`config.mk`:
```
export PLATFORM = sky130hd
export DESIGN_NAME = lfsr_prbs_gen
export DESIGN_NICKNAME = d
export VERILOG_FILES = /design/src/rtl/lfsr_prbs_gen.sv
export SDC_FILE = /design/constraint.sdc
export NUM_CORES = 1
export LEC_CHECK = 0
export CAP_MARGIN = 20
export CORE_UTILIZATION = 25
export DETAILED_ROUTE_END_ITERATION = 10
export PLACE_DENSITY = 0.51
export SETUP_SLACK_MARGIN = 0.3
export SLEW_MARGIN = 20
export SYNTH_ARGS = -nofsm -noshare
export SYNTH_HDL_FRONTEND = slang
export SYNTH_SLANG_ARGS = --single-unit
```
`constraint.sdc`:
```
create_clock -name i_clk -period 3.5 [get_ports i_clk]
set_clock_uncertainty 0.15 [all_clocks]
set_input_delay 0.7 -clock i_clk [delete_from_list [all_inputs] [get_ports i_clk]]
set_output_delay 0.7 -clock i_clk [all_outputs]
set_load 0.02 [all_outputs]
```
`src/rtl/lfsr_prbs_gen.sv`:
```
// Parametrised Fibonacci/Galois PRBS word generator with a valid/ready output, seed load and lock-up recovery.
// Define LFSR_PERIOD_CNT_EN to add the o_period_wrap / o_period_words period-measurement outputs.
module lfsr_prbs_gen #(
  parameter int                TYPE         = 0,
  parameter int                EXTEND       = 0,
  parameter int                LENGTH       = 16,
  parameter logic [0:LENGTH-1] TAPS         = 16'h6801,
  parameter int                STEPS        = 1,
  parameter logic [0:LENGTH-1] DEFAULT_SEED = {LENGTH{1'b1}}
) (
  input  logic              i_clk,
  input  logic              i_rst,
  input  logic              i_enable,
  input  logic              i_load,
  input  logic [0:LENGTH-1] i_seed,
  output logic              o_out_valid,
  input  logic              i_out_ready,
  output logic [0:STEPS-1]  o_out_data,
  output logic [0:LENGTH-1] o_state,
  output logic              o_lockup,
  output logic              o_running
`ifdef LFSR_PERIOD_CNT_EN
  ,
  output logic              o_period_wrap,
  output logic [LENGTH:0]   o_period_words
`endif
);

  typedef enum logic {ST_IDLE, ST_RUN} fsm_t;

  fsm_t              r_fsm, w_fsm_next;
  logic [0:LENGTH-1] r_state;
  logic              r_out_valid;
  logic [0:STEPS-1]  r_out_data;
  logic              r_lockup;

  logic [0:LENGTH-1] w_next_state;
  logic [0:STEPS-1]  w_word;
  logic              w_seed_zero;
  logic              w_state_zero;
  logic [0:LENGTH-1] w_load_state;
  logic              w_advance;
  logic              w_consume;
  logic              w_recover;

  // With the de Bruijn extension the all-zero state is part of the sequence, so it is never illegal.
  assign w_seed_zero  = (EXTEND == 0) && (i_seed == '0);
  assign w_state_zero = (EXTEND == 0) && (r_state == '0);
  assign w_load_state = w_seed_zero ? DEFAULT_SEED : i_seed;

  // One output word is STEPS single-bit shifts unrolled into a single combinational cone.
  if (TYPE == 0) begin : g_fib
    always_comb begin
      logic [0:LENGTH-1] w_s;
      logic              w_fb;
      // NOTE: blocking assignments in always_comb; defaults first so no path leaves a latch.
      w_s    = r_state;
      w_fb   = 1'b0;
      w_word = '0;
      for (int k = 0; k < STEPS; k++) begin
        w_word[k] = w_s[LENGTH-1];
        w_fb      = ^(TAPS & w_s);
        if (EXTEND != 0) w_fb = w_fb ^ ~|w_s[0:LENGTH-2];
        w_s       = {w_fb, w_s[0:LENGTH-2]};
      end
      w_next_state = w_s;
    end
  end else begin : g_gal
    always_comb begin
      logic [0:LENGTH-1] w_s;
      logic [0:LENGTH-1] w_t;
      w_s    = r_state;
      w_t    = '0;
      w_word = '0;
      for (int k = 0; k < STEPS; k++) begin
        w_word[k] = w_s[LENGTH-1];
        w_t       = w_s ^ (TAPS & {LENGTH{w_s[LENGTH-1]}});
        w_s       = {w_t[LENGTH-1], w_t[0:LENGTH-2]};
      end
      w_next_state = w_s;
    end
  end

  always_comb begin
    w_fsm_next = r_fsm;
    w_advance  = 1'b0;
    w_consume  = 1'b0;
    w_recover  = 1'b0;
    case (r_fsm)
      ST_IDLE: if (i_load) w_fsm_next = ST_RUN;
      ST_RUN: begin
        if (!i_load) begin
          if (w_state_zero)                                w_recover = 1'b1;
          else if (i_enable && (!r_out_valid || i_out_ready)) w_advance = 1'b1;
          else if (r_out_valid && i_out_ready)             w_consume = 1'b1;
        end
      end
      default: w_fsm_next = ST_IDLE;
    endcase
  end

  // NOTE: sequential state uses non-blocking assignments only.
  always_ff @(posedge i_clk) begin
    if (i_rst) r_fsm <= ST_IDLE;
    else       r_fsm <= w_fsm_next;
  end

  always_ff @(posedge i_clk) begin
    if (i_rst) begin
      r_state     <= DEFAULT_SEED;
      r_out_valid <= 1'b0;
      r_out_data  <= '0;
      r_lockup    <= 1'b0;
    end else if (i_load) begin
      r_state     <= w_load_state;
      r_out_valid <= 1'b0;
      if (w_seed_zero) r_lockup <= 1'b1;
    end else if (w_recover) begin
      r_state     <= DEFAULT_SEED;
      r_out_valid <= 1'b0;
      r_lockup    <= 1'b1;
    end else if (w_advance) begin
      r_state     <= w_next_state;
      r_out_data  <= w_word;
      r_out_valid <= 1'b1;
    end else if (w_consume) begin
      r_out_valid <= 1'b0;
    end
  end

  assign o_out_valid = r_out_valid;
  assign o_out_data  = r_out_data;
  assign o_state     = r_state;
  assign o_lockup    = r_lockup;
  assign o_running   = (r_fsm == ST_RUN);

`ifdef LFSR_PERIOD_CNT_EN
  logic [0:LENGTH-1] r_seed_last;
  logic [LENGTH:0]   r_period_cnt;
  logic [LENGTH:0]   r_period_words;
  logic              r_period_wrap;
  logic [LENGTH:0]   w_cnt_inc;

  assign w_cnt_inc = r_period_cnt + (LENGTH+1)'(1);

  // Words are counted as they are generated; the wrap is detected on the post-step state.
  always_ff @(posedge i_clk) begin
    if (i_rst) begin
      r_seed_last    <= DEFAULT_SEED;
      r_period_cnt   <= '0;
      r_period_words <= '0;
      r_period_wrap  <= 1'b0;
    end else begin
      r_period_wrap <= 1'b0;
      if (i_load) begin
        r_seed_last  <= w_load_state;
        r_period_cnt <= '0;
      end else if (w_advance) begin
        if (w_next_state == r_seed_last) begin
          r_period_wrap  <= 1'b1;
          r_period_words <= w_cnt_inc;
          r_period_cnt   <= '0;
        end else begin
          r_period_cnt <= w_cnt_inc;
        end
      end
    end
  end

  assign o_period_wrap  = r_period_wrap;
  assign o_period_words = r_period_words;
`endif

endmodule

```
# == Word level (Yosys, flattened, before mapping) ==
# Cells that the tools add are included.
# op_classes
eq_ne,1
muxes,23
n_bitwise,2
reduce_logical,13
# ops
op,n
$mux W16,4
$logic_not A16 Y1,2
$mux W1,19
$reduce_xor A16 Y1,1
$reduce_bool A2 Y1,2
$reduce_and A3 Y1,1
$reduce_bool A3 Y1,1
$reduce_or A3 Y1,1
$logic_and A1 B1 Y1,2
$ne A2 B1 Y1 const B,1
$not A1 Y1,2
$reduce_and A2 Y1,1
$logic_not A1 Y1,1
$logic_or A1 B1 Y1,1
# totals
ff_bits,20
inputBits,21
out_inout_bits,20
word_cells,44

# == Depth between registers and ports, before layout ==
# logic_depth
depth_word,10
ltp_mapped,7
depth_no_buf,5

# == Worst setup path after synthesis ==
# No wires, ideal clock.
# synth_path
path_type,input -> register
startpoint,input i_load
endpoint,"register r_state, in the netlist o_state[10]"
setup_ns,0.124
t_arrival_ns,1.681
path_slack_ns,1.545
cell_stages,6
n_path_buf,1
path_cell_list,nand2b_1 -> a41oi_1 -> nand2_1 -> buf_4 -> a31oi_1 -> o21ai_0
# synth_between
elab_chain_len,4
# synth_lines
element,line_no,source
"start, declared",14,"input logic i_load,"
$mux W1,92,if (!i_load) begin
$mux W1,89,case (r_fsm)
$mux W16,118,end else if (w_recover) begin
$mux W16,114,end else if (i_load) begin
"end signal, assigned",115,r_state <= w_load_state;
"end signal, assigned",123,r_state <= w_next_state;
"end, declared",32,logic [0:LENGTH-1] r_state;
# Parallel ways exist; a longest one is shown, timed or not.
# A chain may end at the register's enable or synchronous reset.

# == Final worst setup path ==
# layout_path
startpoint,input i_load
endpoint,"register r_state, in the netlist o_state[14]"
# Same word-level chain as after synthesis.

==> qor.json <==
{
  "status": {
    "result_of_the_run": "complete, no violations"
  },
  "grt": {
    "grtUsageMet3": 0.0232,
    "globalRouteMet1Util": 0.223,
    "grt_first_pass_wirelength_um": 5130,
    "number_of_antenna_violations_at_the_first_check_in_global_routing": 0,
    "grt_remaining_overflow": 0,
    "grt_start_max_net_pins": 21,
    "met2_usage": 0.245,
    "grt_pass1_vias": 1072,
    "grt_resource_usage_total": 0.159,
    "grt_busiest_layer": "met2"
  },
  "min_path": {
    "hold-path-cell-count": 2,
    "hold_path.class": "flip-flop to flip-flop"
  },
  "clock_tree": {
    "clock_insertion_delay_worst_skew_ps": 260,
    "clock-sinks": 20,
    "clock_tree.buffer_depth": 2,
    "clk_pin_slew_ps": 80,
    "cts_hold_buffers": 0,
    "cts_setup_buffers": 0,
    "cts_tree": "yes",
    "post_cts_resized": 0,
    "ctsHtreeMaxLevel": 1,
    "clock_tree_root_driver_cell": "sky130_fd_sc_hd__clkbuf_8",
    "cts-buffers-inserted": 3
  },
  "critical_path": {
    "path_max_fanout": 17,
    "critical-path-slowest-cell": "sky130_fd_sc_hd__and2_1",
    "timing.setup.critical_path_class": "input port to flip-flop",
    "crit_path_dat_ps": 2590,
    "cpPeakStageDelay_ps": 600,
    "path_depth_of_the_worst_reg2reg_path": 5,
    "critical_path_required_ps": 3530,
    "crit_path_end_kind": "flip-flop",
    "critPathLaunchType": "input port",
    "cp_cell_sequence": "clkdlybuf4s50_1, nand2b_1, a41oi_1, and2_1, a21oi_1, o21ai_0"
  },
  "power": {
    "pwr_density_cell_nw_per_um2": 400,
    "share_seq_of_total_power": 0.455,
    "ir_drop_mv": 0.127,
    "power.switching_fraction": 0.286,
    "power.share.combinational": 0.229,
    "cellInternalPower_uw": 409,
    "fin_total_pwr_uw": 573,
    "net-switching-power_uw": 164,
    "power_frac_clock": 0.316,
    "p_leak_uw": 0.000508
  },
  "floorplanning": {
    "floorplan.initialDensity": 0.263,
    "chipHeight_um": 64.2,
    "design.core.area_sq_um": 3690,
    "floorplan.io_pins": 41,
    "floorplan.die_area_sq_um": 4130,
    "die-width_um": 64.2,
    "placement_rows": 22
  },
  "logic_synthesis": {
    "combined_area_of_all_synthesized_cells_sq_um": 968,
    "synth-warning-count": 0,
    "postSynth.topFlopCell": "sky130_fd_sc_hd__dfxtp_1",
    "post_synth_num_cell_types": 24,
    "synth_enable_flop_cells": 0,
    "postSynth.asyncResetShare": 0,
    "synth.top_cells.by_area": "sky130_fd_sc_hd__dfxtp_1 (41%), sky130_fd_sc_hd__a31oi_1 (10%), sky130_fd_sc_hd__a21oi_1 (9.8%)",
    "synth_top_cell_area_share": 0.413,
    "synth_area_per_cell_sq_um": 7.75,
    "synth-seq-area-share": 0.413,
    "syn-num-nets": 146,
    "post_synthesis_cell_type_with_the_largest_combined_area": "sky130_fd_sc_hd__dfxtp_1",
    "postSynthRegisterBits": 20,
    "synthesis.instances": 125,
    "synth_most_common_cell": "sky130_fd_sc_hd__dfxtp_1",
    "yosys-top-cells-count": "sky130_fd_sc_hd__dfxtp_1 (20), sky130_fd_sc_hd__a21oi_1 (19), sky130_fd_sc_hd__nor2_1 (19), sky130_fd_sc_hd__a31oi_1 (16), sky130_fd_sc_hd__o21ai_1 (9)"
  },
  "finish": {
    "number_of_diodes": 0,
    "multi_input_comb_area_sq_um": 505,
    "layout.area.seq_sq_um": 400,
    "layout-drive-gt1-share": 0.0311,
    "finish.net_count": 183,
    "areaGrowthSynthToFinish_pct": 47.9,
    "fill_cell_total_of_the_finished_layout": 407
  },
  "sta": {
    "timing.slew.headroom": 0.468,
    "rsz0062_at_grt": "false",
    "timing_hold_violations_final": 0,
    "max_freq_mhz": 391,
    "period_minus_ws_final_ps": 2560,
    "timing.final.max_slew_violations": 0,
    "fin_ws_ps": 941,
    "share_of_the_cycle_needed_by_the_critical_path_after_routing": 0.731,
    "setup_tns_ps": 0,
    "setup_viol": 0,
    "max_slew.worst_pin.slew_ps": 795
  },
  "placement": {
    "dpl.hpwl_um": 2160,
    "globalplace.congestion": 0.778,
    "port_buffers": 40,
    "dp_slack_ps": 689
  },
  "drt": {
    "viasPerCell": 5.22,
    "dr.pass1.iters": 4,
    "total_via_count_in_the_routed_design": 1092,
    "drt_iter0_drc": 35,
    "drt-wirelength-per-cell_um": 15.3,
    "route.antenna.remaining_nets": 0,
    "drcViolationCount": 0,
    "drt-total-wl_um": 3190
  },
  "job": {
    "maxCapViolations": 0
  }
}
==> worst max-delay path: cells and delay by family <==
kind / cells / cell delay, ps
buffers and inverters: 1 / 480
AND/OR/NAND/NOR: 2 / 780
AO/OA/AOI/OAI: 3 / 630
==> kinds of logic after synthesis <==
| kind of cell | synth area share |
|---|---|
| AO/OA/AOI/OAI | 0.317 |
| AND/OR/NAND/NOR | 0.178 |
| flip-flops | 0.413 |
| XOR/XNOR | 0.0271 |
| buffers and inverters | 0.0646 |
==> power groups by stage <==
stage | registers, uW | logic [uW] | clock network (uW)
3_5_place_dp | 266 | 130 | 0
4_1_cts | 261 | 131 | 185
3_3_place_gp | 266 | 130 | 0
6_report | 261 | 131 | 181
2_1_floorplan | 281 | 48.0 | 0
5_1_grt | 263 | 140 | 199
==> layer usage <==
metal | share of wire | vias to the layer above | routed length, um
li1 | - | 538 | -
met1 | 0.48 | 517 | 1540
met2 | 0.46 | 35 | 1460
met3 | 0.055 | 2 | 175
met4 | 0.0038 | 0 | 12
met5 | 0 | - | 0
==> registers in the layout (all words and copies together) (netlist names) <==
register / count
o_state: 16
o_lockup: 1
o_out_data: 1
o_out_valid: 1
o_running: 1
==> final timing paths <==
path,start,endpoint,slack [ps]
worst max register to register,o_state[13],o_state[14],1370
worst max-delay path,i_load,o_state[14],940
worst min register to register,o_out_data,o_out_data,310
worst min-delay path,o_out_data,o_out_data,310
==> metrics by stage <==
step,hold WS [ps],util,instance area (sq um),std cells
after detailed placement,304,0.373,1380,205
after global placement,304,0.373,1380,205
after floorplan,383,-,968,125
final,313,0.388,1430,209
after CTS,316,0.388,1430,209
after global routing,337,0.388,1430,209
==> cells in the final DEF (no fill, tap or decap), drive strengths merged <==
cell           instances
a21oi                 19
a21boi                 1
a22oi                  1
xnor2                  2
a31oi                 16
clkdlybuf4s50         40
a41oi                  1
nor2                  19
xor2                   1
nor4                   8
dfxtp                 20
inv                    1
o21ai                 16
buf                    1
a21o                   1
nand4                  1
clkbuf                 4
nor3                   1
and2                   1
nand2                  5
and4                   1
nand2b                 1
==> cell type report <==
cell class,instances,share of cell area
clock buffers,4,0.0384
flip-flops and latches,20,0.279
inverters,1,0.00262
well taps,48,0.0419
multi-input cells,95,0.353
repair buffers,41,0.285
Power figures use the tool's default switching activity.
